--- src/rtl/btn_pkg.sv ---
// Shared types and defaults for the push-button conditioner.
// Holds the channel FSM state encoding and default parameter values.
package btn_pkg;

   typedef logic [1:0] btn_state_t;

   localparam btn_state_t IDLE       = 2'd0;
   localparam btn_state_t PRESS_WAIT = 2'd1;
   localparam btn_state_t HELD       = 2'd2;
   localparam btn_state_t REL_WAIT   = 2'd3;

   localparam int DEF_N_BTN            = 5;
   localparam int DEF_DEBOUNCE_CYC     = 250000;
   localparam int DEF_REPEAT_DELAY_CYC = 50000000;
   localparam int DEF_REPEAT_RATE_CYC  = 10000000;

   function automatic int max_int(input int a, input int b);
      return (a > b) ? a : b;
   endfunction

endpackage

--- src/rtl/btn_conditioner_if.sv ---
// Button bundle between raw pad inputs and the calculator core.
// btn_raw in, btn_level/btn_press/any_press out (slave = conditioner).
interface btn_conditioner_if
   import btn_pkg::*;
#(
   parameter int N_BTN = DEF_N_BTN
);

   logic [N_BTN-1:0] btn_raw;
   logic [N_BTN-1:0] btn_level;
   logic [N_BTN-1:0] btn_press;
   logic             any_press;

   modport master (
      output btn_raw,
      input  btn_level,
      input  btn_press,
      input  any_press
   );

   modport slave (
      input  btn_raw,
      output btn_level,
      output btn_press,
      output any_press
   );

endinterface

--- src/rtl/btn_channel.sv ---
// One button channel: 2-flop synchronizer, debounce FSM, optional repeat.
// Ports: clk, rst, raw_i -> level_o, press_o, press_d_o (next press). Macro: BTN_REPEAT_EN.
module btn_channel
   import btn_pkg::*;
#(
   parameter int DEBOUNCE_CYC     = DEF_DEBOUNCE_CYC,
   parameter int REPEAT_DELAY_CYC = DEF_REPEAT_DELAY_CYC,
   parameter int REPEAT_RATE_CYC  = DEF_REPEAT_RATE_CYC
) (
   input  logic clk,
   input  logic rst,
   input  logic raw_i,
   output logic level_o,
   output logic press_o,
   output logic press_d_o
);

   localparam int CNT_W = $clog2(DEBOUNCE_CYC);
   localparam logic [CNT_W-1:0] CNT_LAST = CNT_W'(DEBOUNCE_CYC - 1);

   logic             s1_q, s1_d;
   logic             s2_q, s2_d;
   btn_state_t       state_q, state_d;
   logic [CNT_W-1:0] cnt_q, cnt_d;
   logic             level_q, level_d;
   logic             press_q, press_d;

`ifdef BTN_REPEAT_EN
   localparam int REP_W = $clog2(max_int(REPEAT_DELAY_CYC, REPEAT_RATE_CYC) + 1);
   localparam logic [REP_W-1:0] REP_DLY_LAST  = REP_W'(REPEAT_DELAY_CYC - 1);
   localparam logic [REP_W-1:0] REP_RATE_LAST = REP_W'(REPEAT_RATE_CYC - 1);

   // rep_ph: 0 = waiting out the initial delay, 1 = periodic repeat phase
   logic [REP_W-1:0] rep_cnt_q, rep_cnt_d;
   logic             rep_ph_q, rep_ph_d;
`else
   logic unused_rep;
   assign unused_rep = ^{REPEAT_DELAY_CYC, REPEAT_RATE_CYC};
`endif

   always_comb begin
      s1_d    = raw_i;
      s2_d    = s1_q;
      state_d = state_q;
      cnt_d   = cnt_q;
      level_d = level_q;
      press_d = 1'b0;
`ifdef BTN_REPEAT_EN
      rep_cnt_d = rep_cnt_q;
      rep_ph_d  = rep_ph_q;
`endif
      case (state_q)
         IDLE: begin
            if (s2_q) begin
               state_d = PRESS_WAIT;
               cnt_d   = '0;
            end
         end
         PRESS_WAIT: begin
            if (!s2_q) begin
               state_d = IDLE;
               cnt_d   = '0;
            end else if (cnt_q == CNT_LAST) begin
               state_d = HELD;
               level_d = 1'b1;
               press_d = 1'b1;
`ifdef BTN_REPEAT_EN
               rep_cnt_d = '0;
               rep_ph_d  = 1'b0;
`endif
            end else begin
               cnt_d = cnt_q + 1'b1;
            end
         end
         HELD: begin
            if (!s2_q) begin
               state_d = REL_WAIT;
               cnt_d   = '0;
            end
`ifdef BTN_REPEAT_EN
            // Repeat phase reloads to zero each period so the count never wraps past its limit.
            else if (!rep_ph_q) begin
               if (rep_cnt_q == REP_DLY_LAST) begin
                  press_d   = 1'b1;
                  rep_ph_d  = 1'b1;
                  rep_cnt_d = '0;
               end else begin
                  rep_cnt_d = rep_cnt_q + 1'b1;
               end
            end else begin
               if (rep_cnt_q == REP_RATE_LAST) begin
                  press_d   = 1'b1;
                  rep_cnt_d = '0;
               end else begin
                  rep_cnt_d = rep_cnt_q + 1'b1;
               end
            end
`endif
         end
         REL_WAIT: begin
            // A bounce back to pressed resumes HELD with the repeat count intact.
            if (s2_q) begin
               state_d = HELD;
            end else if (cnt_q == CNT_LAST) begin
               state_d = IDLE;
               level_d = 1'b0;
            end else begin
               cnt_d = cnt_q + 1'b1;
            end
         end
         default: begin
            state_d = IDLE;
         end
      endcase
   end

   always_ff @(posedge clk) begin
      if (rst) begin
         s1_q    <= 1'b0;
         s2_q    <= 1'b0;
         state_q <= IDLE;
         cnt_q   <= '0;
         level_q <= 1'b0;
         press_q <= 1'b0;
      end else begin
         s1_q    <= s1_d;
         s2_q    <= s2_d;
         state_q <= state_d;
         cnt_q   <= cnt_d;
         level_q <= level_d;
         press_q <= press_d;
      end
   end

`ifdef BTN_REPEAT_EN
   always_ff @(posedge clk) begin
      if (rst) begin
         rep_cnt_q <= '0;
         rep_ph_q  <= 1'b0;
      end else begin
         rep_cnt_q <= rep_cnt_d;
         rep_ph_q  <= rep_ph_d;
      end
   end
`endif

   assign level_o   = level_q;
   assign press_o   = press_q;
   assign press_d_o = press_d;

endmodule

--- src/rtl/btn_conditioner.sv ---
// N-channel push-button conditioner: debounced levels and press pulses.
// Ports: clk, rst, bus (btn_conditioner_if.slave). Optional macro: BTN_REPEAT_EN.
module btn_conditioner
   import btn_pkg::*;
#(
   parameter int N_BTN            = DEF_N_BTN,
   parameter int DEBOUNCE_CYC     = DEF_DEBOUNCE_CYC,
   parameter int REPEAT_DELAY_CYC = DEF_REPEAT_DELAY_CYC,
   parameter int REPEAT_RATE_CYC  = DEF_REPEAT_RATE_CYC
) (
   input  logic               clk,
   input  logic               rst,
   btn_conditioner_if.slave   bus
);

   logic [N_BTN-1:0] level_w;
   logic [N_BTN-1:0] press_w;
   logic [N_BTN-1:0] press_nxt;
   logic             any_press_q, any_press_d;

   for (genvar i = 0; i < N_BTN; i++) begin : g_ch
      btn_channel #(
         .DEBOUNCE_CYC     (DEBOUNCE_CYC),
         .REPEAT_DELAY_CYC (REPEAT_DELAY_CYC),
         .REPEAT_RATE_CYC  (REPEAT_RATE_CYC)
      ) u_ch (
         .clk       (clk),
         .rst       (rst),
         .raw_i     (bus.btn_raw[i]),
         .level_o   (level_w[i]),
         .press_o   (press_w[i]),
         .press_d_o (press_nxt[i])
      );
   end

   // Reduce the channels' next-press values so any_press lands with btn_press.
   always_comb begin
      any_press_d = |press_nxt;
   end

   always_ff @(posedge clk) begin
      if (rst) begin
         any_press_q <= 1'b0;
      end else begin
         any_press_q <= any_press_d;
      end
   end

   assign bus.btn_level = level_w;
   assign bus.btn_press = press_w;
   assign bus.any_press = any_press_q;

endmodule
--- src/flat_wrapper.sv ---
// flat-port wrapper written by rule: the top's interface ports become plain ports
module btn_conditioner_flat import btn_pkg::*;
#(
   parameter int N_BTN            = DEF_N_BTN,
   parameter int DEBOUNCE_CYC     = DEF_DEBOUNCE_CYC,
   parameter int REPEAT_DELAY_CYC = DEF_REPEAT_DELAY_CYC,
   parameter int REPEAT_RATE_CYC  = DEF_REPEAT_RATE_CYC
)
  (clk, rst, bus_btn_raw, bus_btn_level, bus_btn_press, bus_any_press);
  btn_conditioner_if #(.N_BTN(N_BTN)) bus_i ();
  input  logic clk;
  input  logic rst;
  input wire logic [$bits(bus_i.btn_raw)-1:0] bus_btn_raw;
  output wire logic [$bits(bus_i.btn_level)-1:0] bus_btn_level;
  output wire logic [$bits(bus_i.btn_press)-1:0] bus_btn_press;
  output wire logic [$bits(bus_i.any_press)-1:0] bus_any_press;
  assign bus_i.btn_raw = bus_btn_raw;
  assign bus_btn_level = bus_i.btn_level;
  assign bus_btn_press = bus_i.btn_press;
  assign bus_any_press = bus_i.any_press;
  btn_conditioner #(.N_BTN(N_BTN), .DEBOUNCE_CYC(DEBOUNCE_CYC), .REPEAT_DELAY_CYC(REPEAT_DELAY_CYC), .REPEAT_RATE_CYC(REPEAT_RATE_CYC)) u_core (.clk(clk), .rst(rst), .bus(bus_i));
endmodule
--- config.mk ---
export PLATFORM = sky130hd
export DESIGN_NAME = btn_conditioner_flat
export DESIGN_NICKNAME = d
export VERILOG_FILES = /design/src/rtl/btn_pkg.sv /design/src/rtl/btn_conditioner_if.sv /design/src/rtl/btn_channel.sv /design/src/rtl/btn_conditioner.sv /design/src/flat_wrapper.sv
export SDC_FILE = /design/constraint.sdc
export NUM_CORES = 1
export LEC_CHECK = 0
export CAP_MARGIN = 20
export CELL_PAD_IN_SITES_DETAIL_PLACEMENT = 2
export CELL_PAD_IN_SITES_GLOBAL_PLACEMENT = 2
export CORE_MARGIN = 8
export CORE_UTILIZATION = 30
export DETAILED_ROUTE_END_ITERATION = 12
export GPL_ROUTABILITY_DRIVEN = 0
export GPL_TIMING_DRIVEN = 0
export HOLD_SLACK_MARGIN = 0.08
export PLACE_DENSITY = 0.71
export SETUP_SLACK_MARGIN = 0.02
export SLEW_MARGIN = 0
export SYNTH_ARGS = -nofsm -noshare
export SYNTH_HDL_FRONTEND = slang
export SYNTH_SLANG_ARGS = --single-unit
--- constraint.sdc ---
create_clock -name clk -period 2.92 [get_ports clk]
set_input_delay 0.876 -clock clk [delete_from_list [all_inputs] [get_ports clk]]
set_output_delay 0.876 -clock clk [all_outputs]
set_load 0.05 [all_outputs]
After elaboration in Yosys (flattened, before gate mapping)
Cells that the tools add are included.
{ "word_totals": {"reg_bits": 121, "in_bits": 7, "out_inout_bits": 11, "elab_cells": 227} }
{ "classes": {"reduce_logical": 26, "n_eq_ne": 60, "n_mux": 105, "add_sub_neg": 5} }
{ "ops": {"columns": ["cell", "count"], "rows": [
  ["$mux W18", 25],
  ["$pmux W18 S4", 5],
  ["$add A18 B1 Y18 const B", 5],
  ["$eq A18 B18 Y1 const B", 5],
  ["$mux W2", 30],
  ["$ne A2 B2 Y1 const B", 30],
  ["$pmux W2 S4", 5],
  ["$mux W1", 35],
  ["$ne A3 B3 Y1 const B", 10],
  ["$reduce_and A5 Y1", 5],
  ["$eq A2 B2 Y1 const B", 10],
  ["$reduce_and A4 Y1", 5],
  ["$reduce_and A3 Y1", 5],
  ["$eq A2 B1 Y1 const B", 5],
  ["$logic_not A2 Y1", 5],
  ["$pmux W1 S2", 5],
  ["$reduce_bool A2 Y1", 5],
  ["$reduce_or A5 Y1", 1]
]} }

Logic depth before layout (Yosys ltp)
{ "logic_depth": {"word_depth": 5, "mapped_depth": 7, "depth_no_buf": 6} }

Cells and area by module
From an unflattened synthesis, not the netlist that was laid out.
{ "unflattened": {"cells_unflattened": 763, "hier_area_um2": 6655.1} }
{ "by_module_without_submodules": {"columns": ["mod", "cells_per_inst", "area_per_inst_um2", "n_inst", "seq_area_each_um2"], "rows": [
  ["btn_channel at u_core.g_ch[1].u_ch ...", 154, 1357.6, 4, 480.5],
  ["btn_channel at u_core.g_ch[0].u_ch", 143, 1191.1, 1, 480.5],
  ["btn_conditioner", 4, 33.8, 1, 20.0]
]} }

Worst setup path after synthesis
No wires, ideal clock.
{ "synth_path": {"path_kind": "input-to-reg", "startpoint": "input port rst", "endpoint": "register u_core.any_press_q (netlist: u_core.bus.any_press)", "slack_ns": 0.975, "n_path_buf": 2, "setup_time_ns": 0.134, "stages": 5, "required_ns": 2.786, "arrival_time_ns": 1.811, "cell_sequence": "buf_2 > inv_1 > buf_6 > and4_1 > or4_1"} }
{ "synth_rtl": {"columns": ["element", "line", "source"], "rows": [
  ["start, declared", "flat_wrapper.sv:12", "input logic rst;"],
  ["end signal, assigned", "btn_conditioner.sv:45", "any_press_q <= any_press_d;"],
  ["end, declared", "btn_conditioner.sv:19", "logic any_press_q, any_press_d;"]
]} }

Worst setup path after layout
{ "layout_path": {"startpoint": "register u_core.g_ch[1].u_ch.level_q", "endpoint": "output port bus_btn_level[1]"} }
{ "layout_rtl": {"columns": ["element", "line", "source"], "rows": [
  ["start, declared", "btn_channel.sv:25", "logic level_q, level_d;"],
  ["start signal, assigned", "btn_channel.sv:130", "level_q <= level_d;"],
  ["end, declared", "flat_wrapper.sv:14", "output wire logic [$bits(bus_i.btn_level)-1:0] bus_btn_level;"]
]} }
No word-level cell between the ends.

==> out/summary.txt <==
DRT Wirelength: 17190 µm
CP max FO: 3
Setup Fix Bufs, Post-CTS: 0
largest net degree at the start of global routing: 17
Final Util: 36.25%
r2r startpoint: u_core.g_ch[3].u_ch.cnt_q[0]
row count: 51
Die ar.: 24740 µm²
hold slack: 454.8 ps
Comb power frac: 3.7%
Tightest Pin Transition: 986.0 ps
synthesized cell area: 5988 µm²
R2R setup slack: 770 ps
starting density of the core: 30.67%
Num CTS Buffers: 17
status: complete, no violations
CP required: 2040 ps
Ys Warns: 0
relative slew slack: 33.87%
Post-synth ARST share: 0%
Cell variety after synth: 69
Critical Path Sink Type: primary output
setup TNS: 0 ps
RSZ-0062 raised after global routing: false
Seq cells post-synth: 121
cell count after synthesis: 697
layout cell share with drive strength beyond 1: 10.23%
first-pass GRT wire length: 29530 µm
Syn Nets: 709
most common cell in the netlist: dfxtp_1
Clk Tree Root Cell: clkbuf_16
CTS clock-pin slew for the worst setup and hold paths: 50 ps
top post-synthesis cells by area: dfxtp_1 (40%), xor2_1 (8.2%), nor2_1 (5.6%)
Hold WC Path Type: register to register
all-layer global routing usage: 14.87%
Post-synth EDFFs: 0
Worst setup SP type: register
type of the worst setup path: register to primary output
core area: 19530 µm²
# resized after CTS: 0
Filler cells: 2240
sequential fraction of the synthesis area: 40.45%
GRT overflow: 0
biggest area consumer among synthesized cells: dfxtp_1
hold-critical path depth: 1
Peak supply drop: 0.3243 mV
pwr/cell area: 559.6 nW/µm²
Most used DFF post-synth: dfxtp_1
WL per Instance: 17.05 µm
Layout area overhead: 18.20%
final instance area: 7078 µm²
Final #Nets: 744
CTS tree: done
vias in the first global route: 5755
NetSw: 0.8699 mW
Worst-Skew Late Latency: 420 ps
Met2 Routed Length: 8622 µm
final hold viol count: 0
1st-iter DRT viols: 147
routed length on met1: 7851 µm
hold-fix buffers at CTS: 0
Max Used Layer: met4
minimum clock period: 2586 ps
Clock Sinks: 121
Port Buffers: 16
antenna viol nets, final: 0
H-tree depth: 4
DR WL met3: 420 µm
R2R depth: 5
Switching Share: 21.96%
drc violations: 0
Die Span Y: 157.3 µm
sequential power share: 42.5%
leakage power: 2.428 nW
fmax: 386.7 MHz
Critical R2R Capture: u_core.bus.any_press
initial antenna violation count: 0
Post-DP HPWL: 12320 µm
max-cap violations: 0
die width: 157.3 µm
endpoints failing setup: 0
Final Skew: 17.05 ps
Post-Place Cell Area: 6480 µm²
Via density: 5.219
# diodes: 0
Max Root-Sink Buffers: 2
Pre-Repair DR Iteration Count: 4
Internal Power: 3.091 mW
Clock Power Share: 53.8%
Synth top area share: 40.45%
routed vias: 5261
commonest cells in the netlist: dfxtp_1 (121), nor2_1 (90), xor2_1 (56)
final max-slew violation count: 0
Arrival @ worst endpoint: 1710 ps
Hold EP: u_core.g_ch[4].u_ch.s2_q
Mapped Avg Cell Area: 8.591 µm²
io pins: 18
Tcrit/Tclk final: 88.56%
min-delay src: u_core.g_ch[4].u_ch.s1_q
[sequential cells by signal, indices dropped and copies added (netlist names), named ones only]
name                      count
u_core.g_ch.u_ch.s2_q         5
u_core.g_ch.u_ch.cnt_q       90
u_core.g_ch.u_ch.s1_q         5
u_core.bus.any_press          1
u_core.g_ch.u_ch.press_o      5
u_core.g_ch.u_ch.state_q      5
u_core.g_ch.u_ch.level_o      5
[power groups by stage]
| stage | logic [mW] | clock network (mW) | registers [mW] |
|---|---|---|---|
| global placement | 0.142 | 0 | 1.72 |
| floorplan | 0.0996 | 0 | 1.71 |
| detailed placement | 0.150 | 0 | 1.72 |
| global route | 0.165 | 2.26 | 1.68 |
| finish | 0.148 | 2.13 | 1.68 |
| CTS | 0.152 | 2.19 | 1.68 |
[worst max path at each step]
stage                                      startpoint                      endpoint  slack [ps]  cells after the start
after floorplan                                   rst          u_core.bus.any_press         980                      5
final                     u_core.g_ch[1].u_ch.level_o              bus_btn_level[1]         330                      2
after global placement                            rst  u_core.g_ch[1].u_ch.cnt_q[0]         600                      6
after global routing      u_core.g_ch[1].u_ch.level_o              bus_btn_level[1]         260                      2
after detailed placement                          rst  u_core.g_ch[1].u_ch.cnt_q[9]         470                      6
after CTS                 u_core.g_ch[1].u_ch.level_o              bus_btn_level[1]         290                      2
[routing by layer]
metal	track usage [%]	up-vias
met4	5.757	0
li1	-	2574
met1	17.40	2618
met2	26.07	50
met5	0	-
met3	3.153	19
[cell type report]
type,instances,area (µm²),area share (%)
timing repair buffer,16,160.2,2.263
inverter,11,41.29,0.5833
clock buffer,23,508.0,7.177
tap,265,331.6,4.684
buffer,40,226.5,3.200
clock inverter,7,90.09,1.273
sequential,121,2422,34.22
multi-input combinational,525,3298,46.60
[stage by stage]
| step | power (mW) | std cells | setup WS (ps) |
|---|---|---|---|
| 4_1_cts | 4.021 | 1008 | 289.6 |
| 3_3_place_gp | 1.857 | 978 | 598.4 |
| 6_report | 3.961 | 1008 | 334.2 |
| 2_1_floorplan | 1.812 | 697 | 975.4 |
| 5_1_grt | 4.106 | 1008 | 262.4 |
| 3_5_place_dp | 1.866 | 978 | 466.4 |
[critical path, stage by stage, from the launching register on]
cell	delay, ps
dfxtp_1	390
buf_4	130
clkdlybuf4s50_1	790
[placed cells by master, fill, tap and decap left out, types with 11 or more instances in the layout]
| master | instances |
|---|---|
| a21oi_1 | 28 |
| xor2_1 | 56 |
| nand4_1 | 31 |
| clkbuf_1 | 16 |
| clkbuf_16 | 17 |
| nand2_1 | 50 |
| nor3_1 | 13 |
| nor4_1 | 11 |
| o21ai_0 | 33 |
| nand3_1 | 43 |
| nor2_1 | 90 |
| buf_4 | 11 |
| nor2b_1 | 14 |
| dfxtp_1 | 121 |
| clkdlybuf4s50_1 | 16 |
| inv_1 | 11 |
| xnor2_1 | 11 |
| and3_1 | 18 |
[kinds of logic (layout without fill, tap and decap cells)]
| family | after synthesis | count (layout) | share of synthesized area, % |
|---|---|---|---|
| mux | 8 | 8 | 1.337 |
| fa+ha+maj | 5 | 5 | 1.045 |
| buf+inv | 51 | 97 | 4.471 |
| compound gates | 107 | 107 | 11.41 |
| simple gates | 338 | 338 | 31.49 |
| flops | 121 | 121 | 40.45 |
| xor+xnor | 67 | 67 | 9.799 |
Note: power is estimated with default switching activity, not from simulation.
